## src/rtl/tmu2_vinterp.sv

```systemverilog
// tmu2_vinterp: vertical interpolator of the TMU2 pipeline.
// Takes one destination-square record and emits one line record per
// destination row. Left-edge texture coordinates are stepped per line with a
// quotient/remainder (Bresenham-style) interpolator whose divisor is the
// square height. Horizontal diff terms are latched and forwarded unchanged.
module tmu2_vinterp (
  input  logic                sys_clk,
  input  logic                sys_rst_n,
  output logic                busy,

  input  logic                pipe_stb_i,
  output logic                pipe_ack_o,
  input  logic signed [11:0]  x,
  input  logic signed [11:0]  y,
  input  logic signed [17:0]  tsx,
  input  logic signed [17:0]  tsy,
  input  logic                vdiff_x_positive,
  input  logic [16:0]         vdiff_x_q,
  input  logic [16:0]         vdiff_x_r,
  input  logic                vdiff_y_positive,
  input  logic [16:0]         vdiff_y_q,
  input  logic [16:0]         vdiff_y_r,
  input  logic                hdiff_x_positive,
  input  logic [16:0]         hdiff_x_q,
  input  logic [16:0]         hdiff_x_r,
  input  logic                hdiff_y_positive,
  input  logic [16:0]         hdiff_y_q,
  input  logic [16:0]         hdiff_y_r,
  input  logic [10:0]         dst_squareh,

  output logic                pipe_stb_o,
  input  logic                pipe_ack_i,
  output logic signed [11:0]  ox,
  output logic signed [11:0]  oy,
  output logic signed [17:0]  otsx,
  output logic signed [17:0]  otsy,
  output logic                diff_x_positive,
  output logic [16:0]         diff_x_q,
  output logic [16:0]         diff_x_r,
  output logic                diff_y_positive,
  output logic [16:0]         diff_y_q,
  output logic [16:0]         diff_y_r
);

  typedef enum logic {IDLE = 1'b0, BUSY = 1'b1} state_t;

  state_t             state_q, state_d;
  logic signed [11:0] ox_q, ox_d, oy_q, oy_d;
  logic signed [17:0] otsx_q, otsx_d, otsy_q, otsy_d;
  logic [17:0]        errx_q, errx_d, erry_q, erry_d;
  logic [10:0]        rem_q, rem_d, sqh_q, sqh_d;
  logic               vxp_q, vxp_d, vyp_q, vyp_d;
  logic [16:0]        vxq_q, vxq_d, vxr_q, vxr_d, vyq_q, vyq_d, vyr_q, vyr_d;
  logic               hxp_q, hxp_d, hyp_q, hyp_d;
  logic [16:0]        hxq_q, hxq_d, hxr_q, hxr_d, hyq_q, hyq_d, hyr_q, hyr_d;

  logic [17:0]        div, sum_x, sum_y;
  logic               carry_x, carry_y;

  // Advance a coordinate by q, or q+1 when the error term overflowed the divisor.
  function automatic logic signed [17:0] step_coord(input logic signed [17:0] o,
                                                    input logic              pos,
                                                    input logic [16:0]       q,
                                                    input logic              carry);
    logic signed [17:0] inc;
    inc = signed'({1'b0, q} + {17'd0, carry});
    step_coord = pos ? o + inc : o - inc;
  endfunction

  assign busy       = (state_q == BUSY);
  assign pipe_stb_o = busy;
  assign pipe_ack_o = ~busy;

  assign ox              = ox_q;
  assign oy              = oy_q;
  assign otsx            = otsx_q;
  assign otsy            = otsy_q;
  assign diff_x_positive = hxp_q;
  assign diff_x_q        = hxq_q;
  assign diff_x_r        = hxr_q;
  assign diff_y_positive = hyp_q;
  assign diff_y_q        = hyq_q;
  assign diff_y_r        = hyr_q;

  // Next-state logic: load a square in IDLE, step one line per accepted record in BUSY.
  always_comb begin
    state_d = state_q;
    ox_d    = ox_q;    oy_d    = oy_q;
    otsx_d  = otsx_q;  otsy_d  = otsy_q;
    errx_d  = errx_q;  erry_d  = erry_q;
    rem_d   = rem_q;   sqh_d   = sqh_q;
    vxp_d   = vxp_q;   vxq_d   = vxq_q;  vxr_d = vxr_q;
    vyp_d   = vyp_q;   vyq_d   = vyq_q;  vyr_d = vyr_q;
    hxp_d   = hxp_q;   hxq_d   = hxq_q;  hxr_d = hxr_q;
    hyp_d   = hyp_q;   hyq_d   = hyq_q;  hyr_d = hyr_q;

    // A zero divisor makes every step carry, which is the intended degenerate behaviour.
    div     = {7'd0, sqh_q};
    sum_x   = errx_q + {1'b0, vxr_q};
    sum_y   = erry_q + {1'b0, vyr_q};
    carry_x = (sum_x >= div);
    carry_y = (sum_y >= div);

    case (state_q)
      IDLE: begin
        if (pipe_stb_i) begin
          state_d = BUSY;
          ox_d    = x;
          oy_d    = y;
          otsx_d  = tsx;
          otsy_d  = tsy;
          errx_d  = '0;
          erry_d  = '0;
          sqh_d   = dst_squareh;
          rem_d   = dst_squareh - 11'd1;
          vxp_d   = vdiff_x_positive;  vxq_d = vdiff_x_q;  vxr_d = vdiff_x_r;
          vyp_d   = vdiff_y_positive;  vyq_d = vdiff_y_q;  vyr_d = vdiff_y_r;
          hxp_d   = hdiff_x_positive;  hxq_d = hdiff_x_q;  hxr_d = hdiff_x_r;
          hyp_d   = hdiff_y_positive;  hyq_d = hdiff_y_q;  hyr_d = hdiff_y_r;
        end
      end
      BUSY: begin
        if (pipe_ack_i) begin
          if (rem_q == 11'd0) begin
            state_d = IDLE;
          end else begin
            rem_d  = rem_q - 11'd1;
            oy_d   = oy_q + 12'sd1;
            otsx_d = step_coord(otsx_q, vxp_q, vxq_q, carry_x);
            otsy_d = step_coord(otsy_q, vyp_q, vyq_q, carry_y);
            errx_d = carry_x ? sum_x - div : sum_x;
            erry_d = carry_y ? sum_y - div : sum_y;
          end
        end
      end
    endcase
  end

  // State and datapath registers; reset abandons any square in progress.
  always_ff @(posedge sys_clk or negedge sys_rst_n) begin
    if (!sys_rst_n) begin
      state_q <= IDLE;
      ox_q    <= '0;  oy_q   <= '0;
      otsx_q  <= '0;  otsy_q <= '0;
      errx_q  <= '0;  erry_q <= '0;
      rem_q   <= '0;  sqh_q  <= '0;
      vxp_q   <= 1'b0; vxq_q <= '0; vxr_q <= '0;
      vyp_q   <= 1'b0; vyq_q <= '0; vyr_q <= '0;
      hxp_q   <= 1'b0; hxq_q <= '0; hxr_q <= '0;
      hyp_q   <= 1'b0; hyq_q <= '0; hyr_q <= '0;
    end else begin
      state_q <= state_d;
      ox_q    <= ox_d;    oy_q   <= oy_d;
      otsx_q  <= otsx_d;  otsy_q <= otsy_d;
      errx_q  <= errx_d;  erry_q <= erry_d;
      rem_q   <= rem_d;   sqh_q  <= sqh_d;
      vxp_q   <= vxp_d;   vxq_q  <= vxq_d;  vxr_q <= vxr_d;
      vyp_q   <= vyp_d;   vyq_q  <= vyq_d;  vyr_q <= vyr_d;
      hxp_q   <= hxp_d;   hxq_q  <= hxq_d;  hxr_q <= hxr_d;
      hyp_q   <= hyp_d;   hyq_q  <= hyq_d;  hyr_q <= hyr_d;
    end
  end

endmodule

```

## config.mk

```make
export PLATFORM = sky130hd
export DESIGN_NAME = tmu2_vinterp
export DESIGN_NICKNAME = d
export VERILOG_FILES = /design/src/rtl/tmu2_vinterp.sv
export SDC_FILE = /design/constraint.sdc
export NUM_CORES = 1
export LEC_CHECK = 0
export ABC_AREA = 0
export CORE_UTILIZATION = 57
export CTS_CLUSTER_DIAMETER = 80
export DETAILED_ROUTE_END_ITERATION = 8
export PLACE_DENSITY_LB_ADDON = 0.12
export SLEW_MARGIN = 20
export SYNTH_ARGS = -nofsm -noshare
export SYNTH_HDL_FRONTEND = slang
export SYNTH_SLANG_ARGS = --single-unit
```

## constraint.sdc

```tcl
create_clock -name sys_clk -period 17.81 [get_ports sys_clk]
set_clock_uncertainty 0.15 [all_clocks]
set_input_delay 3.562 -clock sys_clk [delete_from_list [all_inputs] [get_ports sys_clk]]
set_output_delay 3.562 -clock sys_clk [all_outputs]
set_load 0.005 [all_outputs]
```

==> metrics.txt <==
status completed; r2r setup slk 9.16 ns; CP arrival 8.92 ns; clk root buf clkbuf_16; first-pass GRT wire length 78,500 um; GPL Wtd Cong 0.935; Nets 2,687; Pint 2970 uW; crit path kind flip-flop to flip-flop; vias in the first global route 15,600; Resize count post-CTS 0; initial antenna violation count 1; power share of the combinational group 68.4%; DRT iter0 DRCs 1,193; Yosys cell types 76; Most common cell on crit path ha_1; final wirelength 48,900 um; Final setup viols 0; die width 174 um; global route overflow 0; core box area 0.0289 mm^2; Avg Vias per Cell 5.81; Syn Nets 2,403; peak per-stage delay on the critical path 0.60 ns; final design utilization 74.4%; GRT Util Overall 31.7%; worst-margin pin slew 0.999 ns; Crit-path slowest cell or4_4; via count 16,100; num ports 348; Worst Setup SP erry_q[0]$_DFFE_PN0P_; Req. time, crit path 18.08 ns; hold path endpoint diff_x_r[1]$_DFFE_PN0P_; Final Max Tran Viols 0; CP Launch Type flip-flop; CTS tree yes; RSZ-0062 raised after global routing false; area delta synth->final 27.1%; worst skew pair latency 0.55 ns; hold_buf cts 0; Max Clk Rate 116 MHz; 1st-pass router iterations 6; sequential power share 21.0%; IO Port Bufs 347; setup TNS 0 ns; clock-pin transition on the worst setup and hold timing paths 0.06 ns; HP Class flip-flop to flip-flop; worst vdd ir 0.136 mV; critical-path maximum fanout 12; H-Tree Depth 1; Seq cells post-synth 259; Die H 174 um; ratio of cells with drive above 1 in the final layout 3.61%; row cnt 62; Reg-to-Reg End otsy[17]$_DFFE_PN0P_; top_reg_cell synth dfrtp_1; sequential fraction of the synthesis area 38.3%; PwrDens 256 mW/mm^2; Post-synth EDFFs 0; routed wire length per instance 17.7 um; Die ar. 0.0304 mm^2; Initial Util 58.5%; synthesized area per cell 8.12 um^2; period utilization 48.6%; detailed placement HPWL 34,900 um; Hold Startpoint diff_x_r[1]$_DFFE_PN0P_; path depth of the worst reg2reg path 34; largest net degree at the start of global routing 185; Final Hold Viols 0; Psw 2550 uW; Post-CTS Setup Bufs 0; leakage power 0.00995 uW; worst r2r src erry_q[0]$_DFFE_PN0P_; clock share of power 10.6%; CTS Buf Count 28; hold-critical path depth 2; Syn. warnings 0; Max Root-Sink Buffers 3; Relative slew margins 33.4%; Sw Share 46.1%; min cycle time layout 8.65 ns; Sinks on Clock Net 259; Async S/R FF share, synth 100%; Post-route DRC 0; Post-Syn Instances 2,084; Post-DRT Antenna Nets 0; synthesized area 0.0169 mm^2; crit end category flip-flop; max_cap viols 0
logic make-up after synthesis:
family	Yosys count	synth area share, %
AOI/OAI and AO/OA	424	15.7
xor gates and xnor gates	151	7.86
adders and majority gates	104	7.95
buffers and inverters	162	3.64
DFF	259	38.3
muxes	40	2.40
and+or+nand+nor	944	24.1
cells in the mapped netlist (11+ instances only):
master	instances	area share (%)
nand2_1	588	13
dfrtp_1	259	38
o21ai_0	119	3.5
a21oi_1	114	3.4
xnor2_1	106	5.5
nor2_1	101	2.2
ha_1	98	7.2
clkbuf_1	90	2.0
nand3_1	68	2.0
inv_1	56	1.2
nor3_1	54	1.6
xor2_1	44	2.3
and3_1	37	1.4
mux2i_1	36	2.1
a31oi_1	25	0.92
a21o_1	23	1.0
nand4_1	19	0.70
nor2b_1	15	0.55
o21bai_1	15	0.67
o22ai_1	13	0.48
nand2b_1	11	0.41
per-stage QoR:
stage | instances | cell area [um^2] | power [uW] | setup slack [ns] | hold WS [ns]
2_1_floorplan | 2084 | 16900 | 3830 | 10.36 | 0.300
3_3_place_gp | 2722 | 20600 | 4730 | 9.52 | 0.307
3_5_place_dp | 2722 | 20600 | 4870 | 9.22 | 0.311
4_1_cts | 2768 | 21500 | 5490 | 9.19 | 0.327
5_1_grt | 2769 | 21500 | 5990 | 8.49 | 0.343
6_report | 2769 | 21500 | 5520 | 9.16 | 0.321
area by class of cell:
| type | count | area, um^2 |
|---|---|---|
| Timing Repair Buffer | 358 | 3570 |
| Inverter | 58 | 218 |
| Multi-Input combinational cell | 1663 | 9860 |
| Clock buffer | 38 | 810 |
| Sequential cell | 259 | 6480 |
| Clock inverter | 8 | 92.6 |
| Tap cell | 384 | 480 |
| Antenna cell | 1 | 2.50 |
| Fill cell | 2233 | 7420 |
metal layers:
metal	vias to the layer above	GRT usage, %	share of wire [%]
met5	-	0	0
met4	0	11.0	3.4
met3	101	4.42	5.7
met2	517	54.0	48
met1	7690	41.2	43
li1	7773	-	-
registers in the layout, summed over array words and instances (netlist names), 11 cells and up:
| register | cells |
|---|---|
| vxr_q | 17 |
| diff_y_q | 17 |
| diff_x_q | 17 |
| otsx | 18 |
| ox | 12 |
| errx_q | 18 |
| erry_q | 18 |
| rem_q | 11 |
| vyq_q | 17 |
| otsy | 18 |
| vxq_q | 17 |
| vyr_q | 17 |
| diff_x_r | 17 |
| oy | 12 |
| sqh_q | 11 |
| diff_y_r | 17 |
power by group through the flow:
stage          combinational (uW)  sequential (uW)  clock, uW
6_report                     3770             1160        584
5_1_grt                      4180             1200        618
4_1_cts                      3740             1160        593
3_5_place_dp                 3710             1160          0
3_3_place_gp                 3570             1150          0
2_1_floorplan                2760             1070          0
worst max-delay path by stage:
stage | endpoint | slack, ns | depth (start not counted)
global route | otsy[15]$_DFFE_PN0P_ | 8.49 | 34
detailed placement | otsy[17]$_DFFE_PN0P_ | 9.22 | 34
global placement | otsy[17]$_DFFE_PN0P_ | 9.52 | 34
CTS | otsy[17]$_DFFE_PN0P_ | 9.19 | 34
floorplan | otsy[16]$_DFFE_PN0P_ | 10.36 | 32
finish | otsy[17]$_DFFE_PN0P_ | 9.16 | 34
worst max-delay path: cells and delay by family (launching register included):
| family | cells | cell delay, ns |
|---|---|---|
| simple gates | 10 | 2.69 |
| compound gates | 12 | 2.17 |
| flops | 1 | 0.38 |
| mux | 2 | 0.50 |
| buf+inv | 1 | 0.12 |
| xor+xnor | 3 | 0.56 |
| fa+ha+maj | 6 | 1.93 |
layout by cell type, fill, tap and decap left out, types with 7 or more instances in the layout:
master	instances
a21o_1	23
a31oi_1	25
ha_1	98
dfrtp_1	258
clkbuf_16	29
nor4_1	10
inv_1	56
nor3_1	54
a32oi_1	7
a211oi_1	8
nand2_1	587
mux2i_1	36
xnor2_1	106
nor2_1	101
o21ai_0	119
a21oi_1	114
and2_1	8
or3_1	9
o211ai_1	9
o22ai_1	13
nand2b_1	10
nand3_1	68
nor2b_1	13
clkdlybuf4s50_1	346
o21a_1	8
buf_4	10
o21bai_1	15
and3_1	37
xor2_1	44
nand4_1	19
Power figures use the tool's default switching activity.
